==> config.mk <==
export PLATFORM = sky130hd
export DESIGN_NAME = string_ctrl
export DESIGN_NICKNAME = d
export VERILOG_FILES = /design/src/rtl/string_ctrl.sv
export SDC_FILE = /design/constraint.sdc
export NUM_CORES = 1
export LEC_CHECK = 0
export ABC_CLOCK_PERIOD_IN_PS = 9520
export CAP_MARGIN = 0
export CORE_MARGIN = 4
export CORE_UTILIZATION = 56
export DETAILED_ROUTE_END_ITERATION = 10
export PLACE_DENSITY_LB_ADDON = 0.15
export SLEW_MARGIN = 20
export SYNTH_ARGS = -nofsm -noshare
export SYNTH_HDL_FRONTEND = slang
export SYNTH_SLANG_ARGS = --single-unit
==> constraint.sdc <==
create_clock -name clk -period 9.52 [get_ports clk]
set_input_delay 1.904 -clock clk [delete_from_list [all_inputs] [get_ports clk]]
set_output_delay 1.904 -clock clk [all_outputs]
set_load 0.01 [all_outputs]
==> src/rtl/string_ctrl.sv <==
// String write sequencer: walks every (char, glyph row) of one descriptor, issues row-render
// commands to the string unit and turns returned pixels into clipped framebuffer writes.
module string_ctrl #(
    parameter  int unsigned GLYPH_W  = 8,
    parameter  int unsigned GLYPH_H  = 16,
    parameter  int unsigned SCREEN_W = 640,
    parameter  int unsigned SCREEN_H = 480,
    parameter  int unsigned TIMEOUT  = 64,
    localparam int unsigned AW       = 12,
    localparam int unsigned LW       = 8,
    localparam int unsigned CW       = 10,
    localparam int unsigned RW       = 4,
    localparam int unsigned PW       = 4
) (
    input  logic          clk,
    input  logic          reset,
    input  logic          req_valid,
    output logic          req_ready,
    input  logic [AW-1:0] req_text_addr,
    input  logic [LW-1:0] req_len,
    input  logic [CW-1:0] req_x,
    input  logic [CW-1:0] req_y,
    input  logic [PW-1:0] req_fg,
    input  logic [PW-1:0] req_bg,
    output logic          su_start,
    output logic [AW-1:0] su_addr,
    output logic [RW-1:0] su_delta_y,
    output logic [PW-1:0] su_fg,
    output logic [PW-1:0] su_bg,
    input  logic          su_wr,
    input  logic [LW-1:0] su_delta_x,
    input  logic [PW-1:0] su_pix,
    input  logic          su_done,
    output logic          fb_wr,
    output logic [CW-1:0] fb_x,
    output logic [CW-1:0] fb_y,
    output logic [PW-1:0] fb_pix,
    output logic          str_done,
    output logic          str_err,
    output logic          busy
);

    localparam int unsigned XW = 19;
    localparam int unsigned YW = 11;
    localparam int unsigned TW = (TIMEOUT > 1) ? $clog2(TIMEOUT) : 1;

    typedef enum logic [2:0] {
        S_IDLE,
        S_LAUNCH,
        S_WAIT,
        S_ADV,
        S_FINISH
    } state_t;

    state_t          r_state;
    state_t          w_state_nxt;
    logic [AW-1:0]   r_text_addr;
    logic [LW-1:0]   r_len;
    logic [CW-1:0]   r_x;
    logic [CW-1:0]   r_y;
    logic [PW-1:0]   r_fg;
    logic [PW-1:0]   r_bg;
    logic [LW-1:0]   r_char;
    logic [RW-1:0]   r_row;
    logic [TW-1:0]   r_tmo;
    logic [LW-1:0]   w_char_nxt;
    logic [RW-1:0]   w_row_nxt;
    logic [TW-1:0]   w_tmo_nxt;
    logic            w_accept;
    logic            w_abort;
    logic            w_fb_wr;
    logic [AW-1:0]   w_addr_base;
    logic [XW-1:0]   w_px_x;
    logic [YW-1:0]   w_px_y;

    logic            r_req_ready;
    logic            r_su_start;
    logic [AW-1:0]   r_su_addr;
    logic [RW-1:0]   r_su_delta_y;
    logic            r_fb_wr;
    logic [CW-1:0]   r_fb_x;
    logic [CW-1:0]   r_fb_y;
    logic [PW-1:0]   r_fb_pix;
    logic            r_str_done;
    logic            r_str_err;
    logic            r_busy;

    // Absolute pixel position is wide enough that off-screen glyphs never wrap back on screen
    assign w_px_x      = XW'(r_x) + XW'(r_char) * XW'(GLYPH_W) + XW'(su_delta_x);
    assign w_px_y      = YW'(r_y) + YW'(r_row);
    assign w_addr_base = w_accept ? req_text_addr : r_text_addr;

    always_comb begin
        w_state_nxt = r_state;
        w_char_nxt  = r_char;
        w_row_nxt   = r_row;
        w_tmo_nxt   = r_tmo;
        w_accept    = 1'b0;
        w_abort     = 1'b0;
        w_fb_wr     = 1'b0;
        case (r_state)
            S_IDLE: begin
                if (req_valid && r_req_ready) begin
                    w_accept    = 1'b1;
                    w_char_nxt  = '0;
                    w_row_nxt   = '0;
                    w_state_nxt = (req_len == '0) ? S_FINISH : S_LAUNCH;
                end
            end
            S_LAUNCH: begin
                w_tmo_nxt   = '0;
                w_state_nxt = S_WAIT;
            end
            S_WAIT: begin
                w_fb_wr = su_wr && (w_px_x < XW'(SCREEN_W)) && (w_px_y < YW'(SCREEN_H));
                if (su_done) begin
                    w_state_nxt = S_ADV;
                end else if (r_tmo == TW'(TIMEOUT - 1)) begin
                    w_abort     = 1'b1;
                    w_state_nxt = S_IDLE;
                end else begin
                    w_tmo_nxt = r_tmo + TW'(1);
                end
            end
            S_ADV: begin
                if (r_row < RW'(GLYPH_H - 1)) begin
                    w_row_nxt   = r_row + RW'(1);
                    w_state_nxt = S_LAUNCH;
                end else if (r_char < r_len - LW'(1)) begin
                    w_row_nxt   = '0;
                    w_char_nxt  = r_char + LW'(1);
                    w_state_nxt = S_LAUNCH;
                end else begin
                    w_state_nxt = S_FINISH;
                end
            end
            S_FINISH: w_state_nxt = S_IDLE;
            default:  w_state_nxt = S_IDLE;
        endcase
    end

    // Outputs are registered from next-state values so they line up with the state they describe
    always_ff @(posedge clk) begin
        if (reset) begin
            r_state      <= S_IDLE;
            r_text_addr  <= '0;
            r_len        <= '0;
            r_x          <= '0;
            r_y          <= '0;
            r_fg         <= '0;
            r_bg         <= '0;
            r_char       <= '0;
            r_row        <= '0;
            r_tmo        <= '0;
            r_req_ready  <= 1'b0;
            r_su_start   <= 1'b0;
            r_su_addr    <= '0;
            r_su_delta_y <= '0;
            r_fb_wr      <= 1'b0;
            r_fb_x       <= '0;
            r_fb_y       <= '0;
            r_fb_pix     <= '0;
            r_str_done   <= 1'b0;
            r_str_err    <= 1'b0;
            r_busy       <= 1'b0;
        end else begin
            r_state <= w_state_nxt;
            r_char  <= w_char_nxt;
            r_row   <= w_row_nxt;
            r_tmo   <= w_tmo_nxt;
            if (w_accept) begin
                r_text_addr <= req_text_addr;
                r_len       <= req_len;
                r_x         <= req_x;
                r_y         <= req_y;
                r_fg        <= req_fg;
                r_bg        <= req_bg;
            end
            // Ready stays low through the completion cycle, including a timeout abort
            r_req_ready <= (w_state_nxt == S_IDLE) && !w_abort;
            r_busy      <= (w_state_nxt != S_IDLE);
            r_su_start  <= (w_state_nxt == S_LAUNCH);
            if (w_state_nxt == S_LAUNCH) begin
                r_su_addr    <= w_addr_base + AW'(w_char_nxt);
                r_su_delta_y <= w_row_nxt;
            end
            r_fb_wr <= w_fb_wr;
            if (w_fb_wr) begin
                r_fb_x   <= w_px_x[CW-1:0];
                r_fb_y   <= w_px_y[CW-1:0];
                r_fb_pix <= su_pix;
            end
            r_str_done <= (w_state_nxt == S_FINISH) || w_abort;
            r_str_err  <= w_abort;
        end
    end

    assign req_ready  = r_req_ready;
    assign su_start   = r_su_start;
    assign su_addr    = r_su_addr;
    assign su_delta_y = r_su_delta_y;
    assign su_fg      = r_fg;
    assign su_bg      = r_bg;
    assign fb_wr      = r_fb_wr;
    assign fb_x       = r_fb_x;
    assign fb_y       = r_fb_y;
    assign fb_pix     = r_fb_pix;
    assign str_done   = r_str_done;
    assign str_err    = r_str_err;
    assign busy       = r_busy;

endmodule

==> impl_metrics.tcl, run 1 <==
set metrics [dict create \
    end_kind "flip-flop" \
    ant_nets 0 \
    drt_first_pass_iters 5 \
    grt_usage 0.249 \
    n_fill_cell 810 \
    grt_max_degree 114 \
    leakage_nw 3.05 \
    yosysTopAreaCellShare 0.386 \
    cts_hold_buf 0 \
    tightest_slew_ns 0.873 \
    crit_type "in2reg" \
    dieArea_mm2 0.0124 \
    num_vias 5572 \
    vias_per_cell 5.79 \
    synth-seq-cells 115 \
    setup_viol 0 \
    grt_pass1_vias 5477 \
    nets 927 \
    crit_buf_inv 1 \
    syn_area_mm2 0.00596 \
    synth_cell_type_count 55 \
    crit_chain "clkdlybuf4s50_1 -> fa_1 -> ha_1 -> a21o_1 -> a31oi_1 -> a2111oi_2 -> a211oi_1 -> or4_1 -> or4_1 -> a21oi_1" \
    skew_ns 0.00780 \
    clock-sinks 115 \
    synth_nets 822 \
    worstPathRequired_ns 9.95 \
    cp-endpoint "fb_y[3]$_SDFFE_PP0P_" \
    h-tree-depth 4 \
    hold_path_depth 2 \
    io_pins 119 \
    drtIter0Drc 354 \
    drive_above_1_share 0.0532 \
    drv_slew 0 \
    max-slew-margin-rel 0.417 \
    synth_warnings 0 \
    synth_area_leaders "dfxtp_1 (39%), ha_1 (8.0%), nand2_1 (7.9%), a21oi_1 (7.5%), mux2i_1 (3.9%)" \
    async_flop_share 0 \
    drv_cap 0 \
    avgSynthCellArea_um2 8.39 \
    reg2reg_depth 18 \
    root_buffer "clkbuf_8" \
    slowest_delay_ns 0.82 \
    port_buffers 118 \
    ys_seq_area_frac 0.386 \
    power.ir.vdd_worst_v 0.000137 \
    reg2reg_slack_ns 4.69 \
    dieWidth_um 111 \
    fp.coreArea_mm2 0.0104 \
    antennaDiodeCount 0 \
    die_height_um 111 \
    synthCells 711 \
    crit_arrival_ns 5.66 \
    fin_tns_setup_ns 0 \
    gr-total-overflow 0 \
    postCtsSetupBuffers 0 \
    cts_buffer_depth 2 \
    power.density_mw_per_mm2 167 \
    yosysTopAreaCell "dfxtp_1" \
    cts_buffers 17 \
    rows 37 \
    drc 0 \
    crit_cells 10 \
    hold_path_class "reg2reg" \
    fin_crit_sh 0.549 \
    crit_family "simple AND/OR/NAND/NOR gates" \
    path_max_fanout 20 \
    grt_pass1_wl_um 25700 \
    r2r-end "su_addr[9]$_SDFFE_PP0P_" \
    ys.flop_type "dfxtp_1" \
    cts_tree "done" \
    place_congestion 0.834 \
    crit_path_start_kind "primary input" \
    clock_latency_ns 0.52 \
    cp-startpoint "su_delta_x[5]" \
    synth-edff-count 0 \
    cpMostUsedCell "or4_1" \
    initial_core_util 0.575 \
    hold_viol 0 \
    antenna_found_initial 0 \
    max_freq_mhz 191 \
    hpwl_um 10800 \
    drt_wl_total_um 15400 \
    place_inst 933 \
    timing.rr.start "r_len[2]$_SDFFE_PP0P_" \
    rsz0062_at_grt "no" \
    layout_min_cycle_time_ns 5.23 \
    clkTransAtPathRegs_ns 0.05 \
    detail_route.wl_per_cell_um 16.0 \
    cts_resized 0 \
    stdcell_count 963 \
    slowest_stage "or4_1" \
    area_growth_syn_to_layout_pct 30.2 \
    status "complete, no violations" \
]
-- flip-flops by register name, indices dropped and copies added, names as in the netlist, 6 cells and up --
| signal | cells |
|---|---|
| r_text_addr | 12 |
| su_addr | 12 |
| fb_x | 10 |
| fb_y | 10 |
| r_x | 10 |
| r_y | 10 |
| r_char | 8 |
| r_len | 8 |
| r_tmo | 6 |
-- cell type report --
cell class	count	area (um2)	area share
Clock buffer	25	494	0.0636
Clock inverter	5	50.0	0.00645
Inverter	12	45.0	0.00580
Multi-Input combinational cell	548	3490	0.450
Sequential cell	115	2300	0.296
Tap cell	136	170	0.0219
Timing Repair Buffer	122	1210	0.156
-- cells by family after synthesis --
kind of cell    after synthesis  synth area share
fa+ha+maj                    46             0.107
compound gates              179             0.182
xor+xnor                     25            0.0367
buf+inv                      48            0.0323
simple gates                274             0.216
mux                          24            0.0405
flops                       115             0.386
-- worst reg2reg max path, stage by stage (launching register included) --
cell	delay, ns
dfxtp_1	0.36
nor4_1	0.45
nand2_1	0.12
xor2_1	0.17
ha_1	0.29
a21o_1	0.18
a221oi_1	0.35
nand2_1	0.28
nor2_1	0.40
mux2i_1	0.38
nor2_1	0.09
ha_1	0.32
a211oi_1	0.32
o21ai_0	0.20
a211oi_1	0.34
nor3_1	0.11
xnor2_1	0.14
mux2i_1	0.14
nor2_1	0.06
-- worst min-delay path by stage --
stage	slack, ns	to	startpoint
4_1_cts	0.46	su_bg[2]$_SDFFE_PP0P_	su_bg[2]$_SDFFE_PP0P_
6_report	0.45	su_fg[3]$_SDFFE_PP0P_	su_fg[3]$_SDFFE_PP0P_
5_1_grt	0.48	r_y[0]$_SDFFE_PP0P_	r_y[0]$_SDFFE_PP0P_
3_5_place_dp	0.45	su_bg[2]$_SDFFE_PP0P_	su_bg[2]$_SDFFE_PP0P_
3_3_place_gp	0.44	su_bg[2]$_SDFFE_PP0P_	su_bg[2]$_SDFFE_PP0P_
2_1_floorplan	0.44	r_x[0]$_SDFFE_PP0P_	r_x[0]$_SDFFE_PP0P_
-- synth_stat cells (11+ instances only) --
master,instances
a211oi_1,13
a21o_1,13
a21oi_1,89
clkbuf_1,31
dfxtp_1,115
ha_1,38
inv_1,12
mux2i_1,23
nand2_1,125
nand3_1,24
nor2_1,44
nor2b_1,11
nor3_1,11
o21ai_0,29
xnor2_1,16
-- power by group --
part	internal, W	switching [W]
clock network	0.000375	0.000206
logic	0.0000899	0.000105
registers	0.000503	0.0000155
-- metrics by stage --
stage                     total power [W]  cell area, um2   util  setup slack [ns]  hold slack [ns]
final                             0.00130            7760  0.749              4.29            0.453
after global routing              0.00135            7760  0.749              4.10            0.483
after CTS                         0.00130            7760  0.748              4.30            0.456
after detailed placement         0.000721            7220  0.696              3.83            0.449
after global placement           0.000713            7220  0.696              3.97            0.441
after floorplan                  0.000643            5960      -              4.55            0.440
-- layout by cell type (no fill, tap or decap), types with 8 or more instances in the layout --
master           Yosys  routed
xor2_1               9       9
nor3_1              11      11
inv_1               12      12
clkbuf_16            0      16
fa_1                 8       8
dfxtp_1            115     115
xnor2_1             16      16
mux2i_1             23      23
nor2b_1             11      11
a21oi_1             89      89
and3_1               8       8
a211oi_1            13      13
nor2_1              44      44
a21o_1              13      13
clkdlybuf4s50_1      0     117
ha_1                38      38
nand3_1             24      24
nand4_1             10      10
o21ai_0             29      29
nor4_1              10       8
nand2_1            125     125
-- routing by layer --
metal  vias up  track usage  wire (um)
met5         -            0          0
met4         0       0.0908        291
met3        30       0.0611        848
met2       184        0.437       7780
met1      2613        0.295       6450
li1       2745            -          -
Note: power is estimated with default switching activity, not from simulation.
==> run 2, diff against run 1 <==
ABC_CLOCK_PERIOD_IN_PS = 5100   (was 9520)
CORE_UTILIZATION = 52   (was 56)
clock period = 5.1 ns   (was 9.52 ns; I/O delays follow)
==> impl_metrics.tcl, run 2 (synthesis results as in run 1) <==
set metrics [dict create \
    status "complete, no violations" \
    antenna_found_initial 0 \
    hpwl_um 11200 \
    crit_type "reg2reg" \
    crit_family "simple AND/OR/NAND/NOR gates" \
    fin_tns_setup_ns 0 \
    gr-total-overflow 0 \
    p_sw_w 0.000610 \
    slowest_delay_ns 0.40 \
    rsz0062_at_grt "no" \
    setup_viol 0 \
    cts_resized 0 \
    num_vias 5516 \
    grt_max_degree 114 \
    cts_tree "done" \
    drv_slew 0 \
    max_freq_mhz 219 \
    pwr-share-seq 0.390 \
    clock-sinks 115 \
    final_common_cell "nand2_1" \
    antennaDiodeCount 0 \
    crit_arrival_ns 4.90 \
    layout_min_cycle_time_ns 4.57 \
    area_growth_syn_to_layout_pct 31.2 \
    clkTransAtPathRegs_ns 0.05 \
    place_congestion 0.913 \
    end_kind "flip-flop" \
    grt_pass1_vias 5368 \
    drtIter0Drc 373 \
    io_pins 119 \
    drc 0 \
    h-tree-depth 4 \
    fin_crit_sh 0.895 \
    crit_path_start_kind "flip-flop" \
    power.density_mw_per_mm2 317 \
    postCtsSetupBuffers 0 \
    fp.coreArea_mm2 0.0110 \
    ant_nets 0 \
    utilization 0.710 \
    grt_pass1_wl_um 25100 \
    nets 931 \
    initial_core_util 0.541 \
    max-slew-margin-rel 0.426 \
    drt_wl_total_um 15500 \
    vias_per_cell 5.68 \
    detail_route.wl_per_cell_um 15.9 \
    worstPathRequired_ns 5.44 \
    power.ir.vdd_worst_v 0.000365 \
    dieWidth_um 115 \
    drt_first_pass_iters 5 \
    drv_cap 0 \
    cts_hold_buf 0 \
    crit_buf_inv 1 \
    dieArea_mm2 0.0132 \
    grt_usage 0.238 \
    path_max_fanout 10 \
    rows 38 \
    die_height_um 115 \
    slowest_stage "nor4_1" \
    leakage_nw 3.08 \
    cts_buffer_depth 2 \
    port_buffers 118 \
    clock_latency_ns 0.41 \
    drive_above_1_share 0.0566 \
    hold_viol 0 \
    comb_power_share 0.149 \
    root_buffer "clkbuf_16" \
    crit_chain "nor4_1 -> nand2_1 -> xor2_1 -> ha_1 -> a21o_1 -> a221oi_1 -> nand2_1 -> nor2_1 -> mux2i_1 -> ha_1 -> inv_1 -> fa_1 -> nor2b_1 -> o2111ai_1 -> nand3_1 -> o41a_1 -> and3_1 -> o21ai_0 -> a21oi_1" \
    tightest_slew_ns 0.859 \
    final_cell_mix "nand2_1 (125), clkdlybuf4s50_1 (117), dfxtp_1 (115)" \
    p_int_w 0.00187 \
    cts_buffers 17 \
    power.share.switching 0.246 \
    skew_ns 0.00507 \
    p_clk_frac 0.461 \
    hold_path_class "reg2reg" \
]
==> run 2: tightest hold or removal path, cell delays in order (launching register included) <==
cell     delay [ns]
dfxtp_1        0.30
nand2_1        0.05
a21oi_1        0.05
==> run 2: worst paths after layout <==
| kind | startpoint | endpoint | slack, ns | cells after the start |
|---|---|---|---|---|
| min | su_fg[3]$_SDFFE_PP0P_ | su_fg[3]$_SDFFE_PP0P_ | 0.45 | 2 |
| max reg2reg | r_len[2]$_SDFFE_PP0P_ | su_addr[10]$_SDFFE_PP0P_ | 0.53 | 19 |
| max | r_len[2]$_SDFFE_PP0P_ | su_addr[10]$_SDFFE_PP0P_ | 0.53 | 19 |
| min reg2reg | su_fg[3]$_SDFFE_PP0P_ | su_fg[3]$_SDFFE_PP0P_ | 0.45 | 2 |
==> run 2: metrics by stage <==
stage	instances	total power [W]	cell area, um2	hold WS [ns]	setup slack (ns)
6_report	971	0.00248	7830	0.453	0.535
5_1_grt	971	0.00258	7830	0.475	0.0925
4_1_cts	971	0.00249	7820	0.453	0.554
3_5_place_dp	941	0.00135	7250	0.447	0.474
3_3_place_gp	941	0.00134	7250	0.442	0.553
2_1_floorplan	711	0.00120	5960	0.440	1.01
==> run 2: layout make-up <==
cell class	count	area (um2)
Sequential cell	115	2300
Fill cell	856	3200
Clock buffer	25	495
Tap cell	140	175
Multi-Input combinational cell	548	3490
Inverter	12	45.0
Clock inverter	5	75.1
Timing Repair Buffer	126	1240
==> run 2: power by group through the flow <==
stage	Sequential, W	Combinational (W)	Clock [W]
global route	0.000972	0.000406	0.00120
CTS	0.000968	0.000369	0.00116
detailed placement	0.000986	0.000365	0
global placement	0.000984	0.000354	0
finish	0.000968	0.000369	0.00115
floorplan	0.000986	0.000214	0
==> run 2: per-layer routing <==
metal / vias to the layer above / track usage / share of wire / routed length [um]
met1: 2558 / 0.300 / 0.44 / 6750
met3: 14 / 0.0679 / 0.062 / 962
li1: 2747 / - / - / -
met2: 197 / 0.392 / 0.49 / 7560
met4: 0 / 0.0798 / 0.012 / 183
met5: - / 0 / 0 / 0
